--- config.mk ---
export PLATFORM = sky130hd
export DESIGN_NAME = key_debounce
export DESIGN_NICKNAME = d
export VERILOG_FILES = /design/src/rtl/panel_pkg.sv /design/src/rtl/key_debounce_cell.sv /design/src/rtl/key_debounce.sv
export SDC_FILE = /design/constraint.sdc
export NUM_CORES = 1
export LEC_CHECK = 0
export ABC_AREA = 1
export CELL_PAD_IN_SITES_DETAIL_PLACEMENT = 1
export CELL_PAD_IN_SITES_GLOBAL_PLACEMENT = 2
export CORE_MARGIN = 2
export CORE_UTILIZATION = 36
export DETAILED_ROUTE_END_ITERATION = 10
export MAX_ROUTING_LAYER = met4
export PLACE_DENSITY_LB_ADDON = 0.1
export SKIP_CTS_REPAIR_TIMING = 1
export SLEW_MARGIN = 10
export SYNTH_ARGS = -nofsm -noshare
export SYNTH_HDL_FRONTEND = slang
export SYNTH_SLANG_ARGS = --single-unit
--- constraint.sdc ---
create_clock -name clk -period 5.3 [get_ports clk]
set_clock_uncertainty 0.2 [all_clocks]
set_input_delay 1.06 -clock clk [delete_from_list [all_inputs] [get_ports clk]]
set_output_delay 1.06 -clock clk [all_outputs]
set_load 0.03 [all_outputs]
--- src/rtl/panel_pkg.sv ---
// Shared constants for the panel push-button front end.
package panel_pkg;

  localparam int unsigned N_KEYS_DEF = 13;

  localparam int unsigned KEY_UP   = 0;
  localparam int unsigned KEY_DN   = 1;
  localparam int unsigned KEY_LFT  = 2;
  localparam int unsigned KEY_RHT  = 3;
  localparam int unsigned KEY_ENT  = 4;
  localparam int unsigned KEY_ESC  = 5;
  localparam int unsigned KEY_ST0  = 6;
  localparam int unsigned KEY_ST1  = 7;
  localparam int unsigned KEY_ST2  = 8;
  localparam int unsigned KEY_ST3  = 9;
  localparam int unsigned KEY_ST4  = 10;
  localparam int unsigned KEY_ST5  = 11;
  localparam int unsigned KEY_RINK = 12;

  localparam int unsigned TICK_W = 16;
  localparam int unsigned CNT_W  = 8;

  typedef logic [CNT_W-1:0]  cnt_t;
  typedef logic [TICK_W-1:0] tick_cnt_t;

endpackage

--- src/rtl/key_debounce_cell.sv ---
// One key: two-flop synchroniser, tick-paced debounce counter, level, pulses and
// sticky press latch.
module key_debounce_cell
  import panel_pkg::*;
#(
  parameter int unsigned DEBOUNCE_TICKS = 20
) (
  input  logic clk,
  input  logic reset,
  input  logic tick,
  input  logic key_raw_n,
  input  logic latch_clr,
  output logic key_n,
  output logic press_pulse,
  output logic release_pulse,
  output logic press_latch,
  output logic key_n_next,
  output logic event_next
);

  localparam cnt_t CntMax = cnt_t'(DEBOUNCE_TICKS - 1);

  logic sync1_q, sync1_d, sync2_q, sync2_d;
  logic level_q, level_d;
  logic press_q, press_d, release_q, release_d;
  logic latch_q, latch_d;
  cnt_t cnt_q, cnt_d;

  always_comb begin
    sync1_d   = key_raw_n;
    sync2_d   = sync1_q;
    cnt_d     = cnt_q;
    level_d   = level_q;
    press_d   = 1'b0;
    release_d = 1'b0;
    // Any agreeing cycle restarts the count, so a glitch between ticks is forgotten.
    if (sync2_q == level_q) begin
      cnt_d = '0;
    end else if (tick) begin
      if (cnt_q == CntMax) begin
        level_d   = sync2_q;
        cnt_d     = '0;
        press_d   = ~sync2_q;
        release_d = sync2_q;
      end else begin
        cnt_d = cnt_q + cnt_t'(1);
      end
    end
    // Set comes from the visible pulse so a coincident host clear loses.
    latch_d = press_q | (latch_q & ~latch_clr);
  end

  always_ff @(posedge clk) begin
    if (reset) begin
      sync1_q   <= 1'b1;
      sync2_q   <= 1'b1;
      cnt_q     <= '0;
      level_q   <= 1'b1;
      press_q   <= 1'b0;
      release_q <= 1'b0;
      latch_q   <= 1'b0;
    end else begin
      sync1_q   <= sync1_d;
      sync2_q   <= sync2_d;
      cnt_q     <= cnt_d;
      level_q   <= level_d;
      press_q   <= press_d;
      release_q <= release_d;
      latch_q   <= latch_d;
    end
  end

  assign key_n         = level_q;
  assign press_pulse   = press_q;
  assign release_pulse = release_q;
  assign press_latch   = latch_q;
  assign key_n_next    = reset ? 1'b1 : level_d;
  assign event_next    = ~reset & (press_d | release_d);

endmodule

--- src/rtl/key_debounce.sv ---
// Panel key conditioning: shared debounce prescaler, per-key cells and
// registered all-released / any-event summaries.
module key_debounce
  import panel_pkg::*;
#(
  parameter int unsigned N_KEYS         = N_KEYS_DEF,
  parameter int unsigned TICK_DIV       = 1000,
  parameter int unsigned DEBOUNCE_TICKS = 20
) (
  input  logic              clk,
  input  logic              reset,
  input  logic [N_KEYS-1:0] key_raw_n,
  input  logic [N_KEYS-1:0] latch_clr,
  output logic [N_KEYS-1:0] key_n,
  output logic [N_KEYS-1:0] press_pulse,
  output logic [N_KEYS-1:0] release_pulse,
  output logic [N_KEYS-1:0] press_latch,
  output logic              all_released,
  output logic              any_event
);

  localparam tick_cnt_t TickLast = tick_cnt_t'(TICK_DIV - 1);

  tick_cnt_t         pre_q, pre_d;
  logic              tick;
  logic [N_KEYS-1:0] key_n_next, event_next;
  logic              all_rel_q, all_rel_d, any_q, any_d;

  always_comb begin
    tick      = (pre_q == TickLast);
    pre_d     = tick ? '0 : pre_q + tick_cnt_t'(1);
    all_rel_d = &key_n_next;
    any_d     = |event_next;
  end

  always_ff @(posedge clk) begin
    if (reset) begin
      pre_q     <= '0;
      all_rel_q <= 1'b1;
      any_q     <= 1'b0;
    end else begin
      pre_q     <= pre_d;
      all_rel_q <= all_rel_d;
      any_q     <= any_d;
    end
  end

  for (genvar i = 0; i < N_KEYS; i++) begin : g_key
    key_debounce_cell #(
      .DEBOUNCE_TICKS(DEBOUNCE_TICKS)
    ) u_cell (
      .clk          (clk),
      .reset        (reset),
      .tick         (tick),
      .key_raw_n    (key_raw_n[i]),
      .latch_clr    (latch_clr[i]),
      .key_n        (key_n[i]),
      .press_pulse  (press_pulse[i]),
      .release_pulse(release_pulse[i]),
      .press_latch  (press_latch[i]),
      .key_n_next   (key_n_next[i]),
      .event_next   (event_next[i])
    );
  end

  assign all_released = all_rel_q;
  assign any_event    = any_q;

endmodule

==> summary.txt, run 1 <==
Worst setup path
  – Slowest-stage cell, CP: clkdlybuf4s50_1
  – Critical Path AT: 1.65 ns
  – RR Endpoint: g_key[5].u_cell.cnt_q[4]
  – Top delay family on crit path: buffers and inverters
  – Worst Path Buf+Inv: 1
  – CP cell instances: clkdlybuf4s50_1
  – Worst-case reg-to-reg path depth: 8
  – Crit end category: output port
  – Reg2reg setup slack: 2.54 ns
  – Setup Crit Path Kind: register to output port
  – Crit path required time: 4.04 ns
  – Startpoint types: register
  – CP Max Fanout: 4
  – Max incr delay on CP: 0.73 ns
  – Reg-to-Reg Start: pre_q[0]

STA
  – Slew of the pin with the lowest slew margin: 0.785 ns
  – Max Clk Rate: 0.344 GHz
  – Number of hold violations in the final report: 0
  – Crit path time final: 2.91 ns
  – Endpoints failing setup: 0
  – Final count of pins violating max slew: 0
  – Total negative slack: 0 ns
  – Unrepaired setup endpoints after global routing: false
  – Fin crit share: 54.9%
  – Rel. slew slack: 47.5%

Min path
  – Hold path depth: 1
  – Worst hold path class: register to register
  – Hold worst-path end: g_key[11].u_cell.sync2_q
  – Worst hold start: g_key[11].u_cell.sync1_q

Clock network
  – Inserted Clock Buffers: 17
  – Depth of the CTS H-tree: 4
  – Root Driver: clkbuf_16
  – CTS Sinks: 200
  – Clock tree from TritonCTS: built
  – Worst skew pair latency: 0.45 ns
  – CTS clock-pin slew for the worst setup and hold paths: 0.08 ns
  – Clock Tree Buf Depth: 2

Placed design
  – Routability cong.: 0.732
  – Placed cell area: 0.0101 mm²
  – Post-DP HPWL: 16600 µm
  – PortBufs: 81
  – Placed Instances: 1614

Pwr
  – Pwr Density: 280 mW/mm²
  – Max VDD drop: 0.000190 V
  – Pleak: 4.21 nW

Floorplan
  – Initial Utilization: 36.3%
  – Row cnt: 59
  – Chip height: 165 µm
  – Die area: 0.0273 mm²
  – # IOs: 82
  – Die Width: 165 µm
  – Core area: 0.0258 mm²

Synthesis
  – Seq cells post-synth: 200
  – Warnings, synthesis: 0
  – Cell taking the most area after synthesis: dfxtp_1
  – Mapped Cells: 1271
  – Sequential share of the synthesized area: 42.7%
  – Post-Syn Area per Cell: 7.37 µm²
  – Netlist cell types: 37
  – Synthesized Nets: 1313
  – Top-area cell type share of the netlist area: 42.7%
  – Cell Area, Synth: 0.00937 mm²
  – Dominant cells by area after synthesis: dfxtp_1 (43%), nand2_1 (9.2%), nor2_1 (8.5%), inv_1 (6.4%), buf_4 (4.4%)

Global routing
  – Largest net degree at the start of global routing: 62
  – Initial antenna violation count: 0
  – First-pass GRT wire length: 39100 µm
  – Vias in the first global route: 7823
  – Total GRT Usage: 18.7%
  – Grt ovf: 0

Final layout
  – Fin nets: 1340
  – ANT cells: 0
  – Final Instance Count excl. Fillers: 1646
  – Final Cell Area: 0.0107 mm²
  – Area growth from synthesis to layout: 14.3%
  – Share of cells above drive strength 1: 6.94%

Status
  – Outcome: finished, final reports clean

Route
  – Routed len/inst: 14.3 µm
  – DR pass1 iterations: 4
  – Initial DRC Count: 319
  – Via/cell ratio: 4.72
  – Drc violations: 0
  – Via count: 7772
  – Drt total wl: 23600 µm
  – Antenna-violating nets left: 0

Flow run
  – Max Cap Viol: 0
-- per-layer routing --
metal	global-route usage (%)	vias up	wire length, µm
met3	3.37	10	568
li1	-	4032	-
met2	32.7	62	11700
met4	3.29	0	138
met1	22.8	3668	11100
met5	-	-	0
-- where the power goes --
part,internal (mW),switching (mW)
clock network,0.785,0.631
logic,0.0304,0.0317
registers,1.51,0.00882
total,2.33,0.672
-- stage by stage --
step	util (%)	hold slack (ns)	setup slack (ns)	power (mW)
floorplan	-	0.189	2.98	1.59
global route	41.5	0.223	2.26	3.11
CTS	41.5	0.218	2.36	3.04
global placement	39.0	0.191	2.17	1.62
finish	41.5	0.215	2.39	3.00
detailed placement	39.0	0.198	2.15	1.62
-- how the worst max path moves through the flow --
stage                           start                       end  slack (ns)  cells past startpoint
3_5_place_dp                    reset                 pre_q[12]        2.15                      5
6_report       g_key[10].u_cell.key_n                 key_n[10]        2.39                      1
5_1_grt                      pre_q[0]  g_key[5].u_cell.cnt_q[4]        2.26                      8
2_1_floorplan                   reset                 any_event        2.98                     10
4_1_cts        g_key[10].u_cell.key_n                 key_n[10]        2.36                      1
3_3_place_gp                    reset                 pre_q[12]        2.17                      5
-- cell usage after synthesis, drive strengths merged --
library cell,instances
buf,72
o21bai,3
or2,27
a31oi,2
nor2,215
clkbuf,7
nand2,232
nor4,1
o21ai,23
and3,3
o211a,1
xnor2,3
dfxtp,200
o31ai,1
ha,14
inv,161
nor3b,15
clkinv,1
a21oi,69
o21a,10
a211oi,4
nand3,44
nand4,40
nor3,76
xor2,47
-- cell type report --
cell class	instances	area, µm²
fill	3238	15100
sequential	200	4000
inverter	162	608
tap	335	419
clock inverter	13	183
clock buffer	19	453
multi-input combinational	830	4200
timing repair buffer	87	851
-- cell usage in the layout, fill, tap and decap left out, drive strengths merged, types with 14 or more instances in the layout --
master         instances
nand4                 40
nand2                232
nand3                 44
ha                    14
xor2                  47
o21ai                 23
nor2                 215
inv                  167
a21oi                 69
clkdlybuf4s50         80
nor3b                 15
dfxtp                200
or2                   27
clkbuf                19
nor3                  76
-- flip-flops by register name (all words and copies together) (netlist names), 13 cells and up --
name,cells
g_key.u_cell.cnt_q,104
g_key.u_cell.sync2_q,13
g_key.u_cell.key_n,13
g_key.u_cell.release_pulse,13
g_key.u_cell.press_pulse,13
g_key.u_cell.sync1_q,13
pre_q,16
g_key.u_cell.press_latch,13
-- logic make-up (layout without fill, tap and decap cells) --
group / count (synthesis) / after routing / share of synthesized area [%]
buf+inv: 241 / 281 / 12.5
simple gates: 653 / 653 / 31.5
xor+xnor: 50 / 50 / 4.67
fa+ha+maj: 14 / 14 / 1.87
compound gates: 113 / 113 / 6.67
flops: 200 / 200 / 42.7
No activity file was read; power rests on OpenSTA's default activity.
==> inputs of run 2 (changes only) <==
--- a/config.mk
+++ b/config.mk
@@ -9,7 +9,7 @@
 export CELL_PAD_IN_SITES_DETAIL_PLACEMENT = 1
 export CELL_PAD_IN_SITES_GLOBAL_PLACEMENT = 2
 export CORE_MARGIN = 2
-export CORE_UTILIZATION = 36
+export CORE_UTILIZATION = 30
 export DETAILED_ROUTE_END_ITERATION = 10
 export MAX_ROUTING_LAYER = met4
 export PLACE_DENSITY_LB_ADDON = 0.1
==> constraint.sdc (replaced) <==
create_clock -name clk -period 2.39 [get_ports clk]
set_clock_uncertainty 0.2 [all_clocks]
set_input_delay 0.478 -clock clk [delete_from_list [all_inputs] [get_ports clk]]
set_output_delay 0.478 -clock clk [all_outputs]
set_load 0.03 [all_outputs]
==> run 2 against run 1 <==
Sequential share of layout area down 0.82 points. Non-clock buffer count up 15. Routed wire length up 2.3%. Global-route usage down 2.8 points. Sequential cell count unchanged. Register-to-register slack worse by 2.3 ns.
==> summary.txt, run 2 (synthesis results as in run 1) <==
Status
  – Outcome: finished, final reports clean

Pwr
  – Max VDD drop: 0.000493 V (+160%)
  – Total power: 6.54 mW (+120%)
  – Pwr Density: 598 mW/mm² (+110%)
  – Pleak: 4.29 nW (+1.9%)

Global routing
  – Total GRT Usage: 15.8% (-2.8 points)
  – First-pass GRT wire length: 40100 µm (+2.5%)
  – Initial antenna violation count: 0 (unchanged)
  – Vias in the first global route: 7879 (+0.72%)
  – Grt ovf: 0 (unchanged)
  – Largest net degree at the start of global routing: 52 (-16%)

Worst setup path
  – CP cell instances: clkdlybuf4s50_1
  – Crit path required time: 1.71 ns (-2.33 ns)
  – Critical Path AT: 1.63 ns (-0.02 ns)
  – Top delay family on crit path: buffers and inverters
  – CP Max Fanout: 4 (unchanged)
  – Startpoint types: register
  – Slowest-stage cell, CP: clkdlybuf4s50_1
  – Worst Path Buf+Inv: 1 (unchanged)
  – Crit end category: output port
  – Setup Crit Path Kind: register to output port
  – Max incr delay on CP: 0.72 ns (about the same)

STA
  – Crit path time final: 2.31 ns
  – Endpoints failing setup: 0 (unchanged)
  – Total negative slack: 0 ns (unchanged)
  – Unrepaired setup endpoints after global routing: false
  – Number of hold violations in the final report: 0 (unchanged)
  – Fin crit share: 96.5%
  – Slew of the pin with the lowest slew margin: 0.413 ns (-0.372 ns)
  – Rel. slew slack: 72.2% (+25 points)
  – Max Clk Rate: 0.433 GHz
  – Final count of pins violating max slew: 0 (unchanged)

Final layout
  – Area growth from synthesis to layout: 16.9%
  – Final core utilization: 35.7% (-5.7 points)
  – Commonest non-fill, non-tap cell in the layout: nand2_1
  – Share of cells above drive strength 1: 8.07% (+1.1 points)
  – Register with the most flip-flops: g_key.u_cell.cnt_q
  – Biggest regs: g_key.u_cell.cnt_q: 104 flops, pre_q: 16 flops
  – Max FFs per register: 104 (unchanged)
  – ANT cells: 0 (unchanged)
  – Most frequent cells in the layout: nand2_1 (229), nor2_1 (210), dfxtp_1 (200), inv_1 (160), clkdlybuf4s50_1 (79)
  – Fin nets: 1355 (+1.1%)

Placed design
  – Post-DP HPWL: 17700 µm (+6.6%)
  – PortBufs: 81 (unchanged)
  – Routability cong.: 0.722 (-1.4%)

Route
  – Via/cell ratio: 4.49 (-5.0%)
  – Drc violations: 0 (unchanged)
  – Routed len/inst: 14.0 µm (-2.2%)
  – DR pass1 iterations: 4 (unchanged)
  – Antenna-violating nets left: 0 (unchanged)
  – Drt total wl: 24100 µm (+2.3%)
  – Initial DRC Count: 283 (-11%)
  – Via count: 7725 (-0.60%)

Clock network
  – Depth of the CTS H-tree: 4 (unchanged)
  – Clock tree from TritonCTS: built
  – CTS clock-pin slew for the worst setup and hold paths: 0.07 ns (about the same)
  – Clock Tree Buf Depth: 2 (unchanged)
  – Inserted Clock Buffers: 17 (unchanged)
  – Worst skew pair latency: 0.45 ns (about the same)
  – CTS Sinks: 200 (unchanged)
  – Root Driver: clkbuf_16

Floorplan
  – Core area: 0.0307 mm² (+19%)
  – Die Width: 181 µm (+9.3%)
  – Chip height: 181 µm (+9.3%)
  – Initial Utilization: 30.6% (-5.7 points)
  – Die area: 0.0327 mm² (+19%)
  – # IOs: 82 (unchanged)
  – Row cnt: 64 (+8.5%)

Min path
  – Worst hold path class: register to register

Flow run
  – Max Cap Viol: 0 (unchanged)
[run 2: cell type report]
cell class,instances,area [µm²]
clock buffer,20,467
clock inverter,12,140
fill,3778,19700
inverter,162,608
multi-input combinational,830,4200
sequential,200,4000
tap,396,495
timing repair buffer,102,1040
[run 2: stage by stage]
step,hold WS (ns),std cells,worst slack [ns],instance area [µm²]
6_report,0.212,1722,0.0827,11000
5_1_grt,0.226,1722,0.0154,11000
4_1_cts,0.217,1722,-0.0341,10900
3_5_place_dp,0.197,1690,0.0475,10300
3_3_place_gp,0.191,1690,0.0561,10300
2_1_floorplan,0.189,1271,0.560,9370
[run 2: final timing paths]
path,slack [ns],cells past startpoint,end,start
max,0.08,1,key_n[11],g_key[11].u_cell.key_n
min,0.21,1,g_key[2].u_cell.sync2_q,g_key[2].u_cell.sync1_q
min reg2reg,0.21,1,g_key[2].u_cell.sync2_q,g_key[2].u_cell.sync1_q
max reg2reg,0.23,12,any_event,pre_q[0]
[run 2: power by group]
part | internal [mW] | switching (mW)
combinational | 0.0763 | 0.0727
clock | 1.64 | 1.38
sequential | 3.35 | 0.0187
[run 2: per-layer routing]
metal  share of wire [%]  track usage [%]  up-vias
met1                  50             19.9     3593
met2                  47             25.9       61
met5                   0                -        -
met4                 1.1             3.94        0
li1                    -                -     4054
met3                 2.1             3.25       17
